<file path="src/rtl/mem_bus_router.sv">
// Registered N-way router for the core's native memory bus. Decodes the request
// address against a parametrised map, forwards it to one target and returns its response.
module mem_bus_router #(
  parameter int                         N_SLAVES  = 4,
  parameter int                         ADDR_W    = 32,
  parameter int                         DATA_W    = 32,
  parameter logic [N_SLAVES*ADDR_W-1:0] SLV_BASE  = {N_SLAVES{32'h0}},
  parameter logic [N_SLAVES*ADDR_W-1:0] SLV_MASK  = {N_SLAVES{32'h0}},
  parameter int                         TIMEOUT   = 255,
  parameter logic [DATA_W-1:0]          ERR_RDATA = 32'hDEAD_BEEF
) (
  input  logic                         clk,
  input  logic                         rst,
  input  logic                         m_valid,
  input  logic                         m_instr,
  input  logic [ADDR_W-1:0]            m_addr,
  input  logic [DATA_W-1:0]            m_wdata,
  input  logic [DATA_W/8-1:0]          m_wstrb,
  output logic                         m_ready,
  output logic [DATA_W-1:0]            m_rdata,
  output logic [N_SLAVES-1:0]          s_valid,
  output logic                         s_instr,
  output logic [ADDR_W-1:0]            s_addr,
  output logic [DATA_W-1:0]            s_wdata,
  output logic [DATA_W/8-1:0]          s_wstrb,
  input  logic [N_SLAVES-1:0]          s_ready,
  input  logic [N_SLAVES*DATA_W-1:0]   s_rdata,
  output logic                         err_irq,
  output logic [ADDR_W-1:0]            err_addr,
  output logic [7:0]                   err_count
);

  typedef enum logic [1:0] {IDLE, ACCESS, RESP, ERR} state_t;

  localparam logic [15:0] LAST_WAIT = 16'(TIMEOUT - 1);

  state_t              state;
  state_t              state_next;
  logic [N_SLAVES-1:0] hit_oh;
  logic                hit_any;
  logic [N_SLAVES-1:0] sel_oh;
  logic                sel_ready;
  logic [DATA_W-1:0]   sel_rdata;
  logic                timeout_hit;
  logic [15:0]         wait_cnt;

  // Address decode; the found flag makes the lowest-index match win on overlaps.
  always_comb begin
    hit_oh  = '0;
    hit_any = 1'b0;
    for (int i = 0; i < N_SLAVES; i++) begin
      if (!hit_any &&
          ((m_addr & SLV_MASK[i*ADDR_W +: ADDR_W]) == SLV_BASE[i*ADDR_W +: ADDR_W])) begin
        hit_oh[i] = 1'b1;
        hit_any   = 1'b1;
      end
    end
  end

  always_comb begin
    sel_rdata = '0;
    for (int i = 0; i < N_SLAVES; i++) begin
      if (sel_oh[i]) sel_rdata = sel_rdata | s_rdata[i*DATA_W +: DATA_W];
    end
    sel_ready   = |(s_ready & sel_oh);
    timeout_hit = (wait_cnt == LAST_WAIT);
  end

  always_comb begin
    state_next = state;
    case (state)
      IDLE:    if (m_valid) state_next = hit_any ? ACCESS : ERR;
      ACCESS:  if (sel_ready || timeout_hit) state_next = RESP;
      ERR:     state_next = RESP;
      RESP:    state_next = IDLE;
      default: state_next = IDLE;
    endcase
  end

  always_ff @(posedge clk) begin
    if (rst) state <= IDLE;
    else     state <= state_next;
  end

  // Datapath; a ready on the final wait cycle takes priority over the timeout.
  always_ff @(posedge clk) begin
    if (rst) begin
      m_ready   <= 1'b0;
      m_rdata   <= '0;
      s_valid   <= '0;
      s_instr   <= 1'b0;
      s_addr    <= '0;
      s_wdata   <= '0;
      s_wstrb   <= '0;
      sel_oh    <= '0;
      wait_cnt  <= '0;
      err_irq   <= 1'b0;
      err_addr  <= '0;
      err_count <= '0;
    end else begin
      m_ready <= 1'b0;
      err_irq <= 1'b0;
      case (state)
        IDLE: begin
          if (m_valid) begin
            s_instr  <= m_instr;
            s_addr   <= m_addr;
            s_wdata  <= m_wdata;
            s_wstrb  <= m_wstrb;
            sel_oh   <= hit_oh;
            s_valid  <= hit_oh;
            wait_cnt <= '0;
          end
        end
        ACCESS: begin
          if (sel_ready) begin
            s_valid <= '0;
            m_rdata <= sel_rdata;
            m_ready <= 1'b1;
          end else if (timeout_hit) begin
            s_valid  <= '0;
            m_rdata  <= ERR_RDATA;
            m_ready  <= 1'b1;
            err_irq  <= 1'b1;
            err_addr <= s_addr;
            if (err_count != 8'hFF) err_count <= err_count + 8'd1;
          end else begin
            wait_cnt <= wait_cnt + 16'd1;
          end
        end
        ERR: begin
          m_rdata  <= ERR_RDATA;
          m_ready  <= 1'b1;
          err_irq  <= 1'b1;
          err_addr <= s_addr;
          if (err_count != 8'hFF) err_count <= err_count + 8'd1;
        end
        default: ;
      endcase
    end
  end

endmodule
</file>
<file path="config.mk">
export PLATFORM = sky130hd
export DESIGN_NAME = mem_bus_router
export DESIGN_NICKNAME = d
export VERILOG_FILES = /design/src/rtl/mem_bus_router.sv
export SDC_FILE = /design/constraint.sdc
export NUM_CORES = 1
export LEC_CHECK = 0
export CAP_MARGIN = 20
export CORE_ASPECT_RATIO = 0.75
export CORE_UTILIZATION = 30
export CTS_CLUSTER_SIZE = 28
export DETAILED_ROUTE_END_ITERATION = 16
export PLACE_DENSITY = 0.78
export SYNTH_ARGS = -nofsm -noshare
export SYNTH_HDL_FRONTEND = slang
export SYNTH_SLANG_ARGS = --single-unit
</file>
<file path="constraint.sdc">
create_clock -name clk -period 2.3 [get_ports clk]
set_input_delay 0.575 -clock clk [delete_from_list [all_inputs] [get_ports clk]]
set_output_delay 0.575 -clock clk [all_outputs]
set_load 0.02 [all_outputs]
</file>
==> impl_metrics.csv <==
group,metric,value,unit
routing,drc,0,
sta,timing.final.crit_period,2110,ps
final_layout,drive_above_1_share,10.2,%
sta,fin_ws,190,ps
floorplanning,die_area,21200,sq um
routing,firstDrtPassIters,4,
routing,wirelength,17300,um
sta,fin_setup_tns,0,ps
global_routing,grt_util_all_layers,16.1,%
clock_tree,htreeDepth,4,
sta,fmax,474,MHz
synth,synthDominantCellAreaShare,52.9,%
critical_path,required,1730,ps
critical_path,regToRegEndpoint,"err_count[7]",
pwr,leakagePower,0.00336,uW
synth,synth_edf_count,0,
final_layout,synthToLayoutAreaGrowth,54.2,%
sta,setup-violations-final,0,
critical_path,worst-path-buf-inv,1,
floorplanning,die_h,126,um
routing,drt_iter0_markers,428,
clock_tree,cts_num_sinks,163,
critical_path,slowest_stage,"clkdlybuf4s50_1",
min_path,hold_path_class,"input pin to register",
sta,worstMarginPinSlew,566,ps
pwr,ir_worst_vdd,393,uV
final_layout,nets,1136,
critical_path,rrSetupSlack,200,ps
pwr,total_power,6660,uW
final_layout,diodes,0,
synth,ys_warn_count,0,
sta,fin_crit_sh,91.7,%
synth,synth_ff_type,"dfxtp_1",
pwr,p_per_area,700,nW/um^2
critical_path,crit_path_start,"err_count[4]",
sta,rsz0062_at_grt,"no",
clock_tree,cts_root_buffer,"clkbuf_16",
final_layout,layout_common_cells,"clkdlybuf4s50_1, nand2_1, dfxtp_1, a21oi_1, nor2_1",
floorplanning,core,20200,sq um
pwr,pwr-share-seq,44.9,%
sta,max_slew_margin,62.2,%
synth,synth_seq_cells,163,
routing,viasPerCell,4.84,
clock_tree,tritoncts,"yes",
floorplanning,num_rows,45,
floorplanning,num_io_pins,351,
critical_path,crit_end,"err_count[4]",
clock_tree,post_cts_buffers,0,
critical_path,cp_max_fo,6,
clock_tree,cts-resized-gates,0,
clock_tree,clock_latency,420,ps
floorplanning,die_x,168,um
global_routing,grt_max_degree,50,
global_routing,grt-ovfl-total,0,
place,numPortBuffers,248,
global_routing,antenna_found_initial,0,
pwr,combPwrFrac,13.4,%
synth,ys_types,53,
place,dp_hpwl,12000,um
pwr,p_switching,1760,uW
synth,syn_area_per_cell,8.95,sq um
clock_tree,clockBufferDepth,2,
clock_tree,path_clk_slew,70,ps
routing,vias,5813,
place,place.gp.congestion,0.829,
pwr,clkPwrFrac,41.7,%
synth,syn_area,6170,sq um
critical_path,crit_type,"register to primary output",
critical_path,endpoint_kind,"primary output",
critical_path,cp-start-kind,"register",
floorplanning,initial_utilization,30.5,%
sta,skew,9.28,ps
synth,synth_area_leaders,"dfxtp_1, nand2_1, a21oi_1, mux2i_1, o221a_2",
routing,antenna_left,0,
critical_path,cp_cell_sequence,"clkdlybuf4s50_1",
final_layout,fin_area,9520,sq um
global_routing,grt_pass1_vias,5399,
pwr,netSwitchingFraction,26.5,%
place,pre_cts_slack,-279,ps
critical_path,crit_family,"buffers and inverters",
critical_path,cp.depth,1,
synth,syn_inst,690,
synth,synthArstFlopShare,0,%
flow_run,cap_violations,0,
sta,slew_violations,0,
place,dpl-instance-area,8940,sq um
pwr,p_int,4900,uW
clock_tree,numCtsBuffers,17,
global_routing,grt_first_pass_wirelength,27600,um
critical_path,rr_startpoint,"err_count[0]",
sta,finalHoldViolations,0,
synth,yosysTopAreaCell,"dfxtp_1",
clock_tree,cts_hold_buf,0,
critical_path,worstPathArrival,1530,ps
critical_path,slowest_delay,690,ps
synth,seq_area_frac_synth,52.9,%
final_layout,final_common_cell,"clkdlybuf4s50_1",
critical_path,rr_worst_depth,6,
routing,drt-wirelength-per-cell,14.4,um
outcome,status,"finished, final reports clean",
==> Yosys cell counts (4+ instances only) <==
cell	number
buf_2	4
nand3_1	11
nor2_1	43
a21oi_1	94
and3_1	4
mux2i_1	32
o221a_2	25
a31oi_1	4
clkbuf_1	39
buf_4	5
nor3_1	12
nand2_1	164
nand4_1	5
a311oi_1	5
dfxtp_1	163
o21ai_0	18
inv_1	5
==> metal layers <==
metal	track usage [%]	share of wire, %	vias up
li1	-	-	2871
met4	3.83	1.0	0
met5	0	0	-
met2	26.3	47	195
met3	4.62	6.3	13
met1	21.1	46	2734
==> power groups by stage <==
stage / clock network, uW / logic [uW] / registers, uW
floorplan: 0 / 283 / 3170
global route: 3010 / 960 / 3000
detailed placement: 0 / 895 / 3060
global placement: 0 / 884 / 3050
finish: 2780 / 893 / 2990
CTS: 2860 / 898 / 2990
==> final cells by class <==
| type | instances | area (sq um) |
|---|---|---|
| Sequential cell | 163 | 3260 |
| Fill cell | 1891 | 10700 |
| Clock inverter | 14 | 141 |
| Timing Repair Buffer | 271 | 2700 |
| Multi-Input combinational cell | 471 | 2640 |
| Clock buffer | 18 | 429 |
| Tap cell | 258 | 323 |
| Inverter | 5 | 18.8 |
==> sequential cells by signal (all words and copies together), names as in the netlist <==
name,count
err_irq,1
s_instr,1
m_rdata,32
s_wstrb,4
s_valid,1
s_addr,32
m_ready,1
err_count,8
err_addr,32
s_wdata,32
wait_cnt,16
state,2
sel_oh,1
==> kinds of logic (layout without fill, tap and decap cells) <==
kind of cell / Yosys count / in the layout / synth area share (%)
other: 1 / 3 / 0.0608
and+or+nand+nor: 267 / 267 / 18.8
xor gates and xnor gates: 1 / 1 / 0.142
muxes: 33 / 33 / 5.37
buffers and inverters: 58 / 308 / 4.82
adders and majority gates: 3 / 3 / 0.608
AOI/OAI and AO/OA: 164 / 164 / 17.3
DFF: 163 / 163 / 52.9
==> how the worst min path moves through the flow <==
stage	from	end	cells past startpoint
2_1_floorplan	sel_oh[0]	sel_oh[0]	2
3_3_place_gp	s_wdata[24]	s_wdata[24]	2
3_5_place_dp	s_wdata[13]	s_wdata[13]	2
4_1_cts	rst	err_count[7]	2
5_1_grt	rst	err_count[7]	2
6_report	rst	err_count[7]	2
==> stage by stage <==
| step | std cells | utilization [%] | hold slack [ps] |
|---|---|---|---|
| final | 1200 | 47.1 | 411 |
| after global routing | 1200 | 47.1 | 387 |
| after CTS | 1200 | 47.1 | 384 |
| after detailed placement | 1168 | 44.2 | 446 |
| after global placement | 1168 | 44.2 | 441 |
| after floorplan | 692 | - | 454 |
Note: power is estimated with default switching activity, not from simulation.
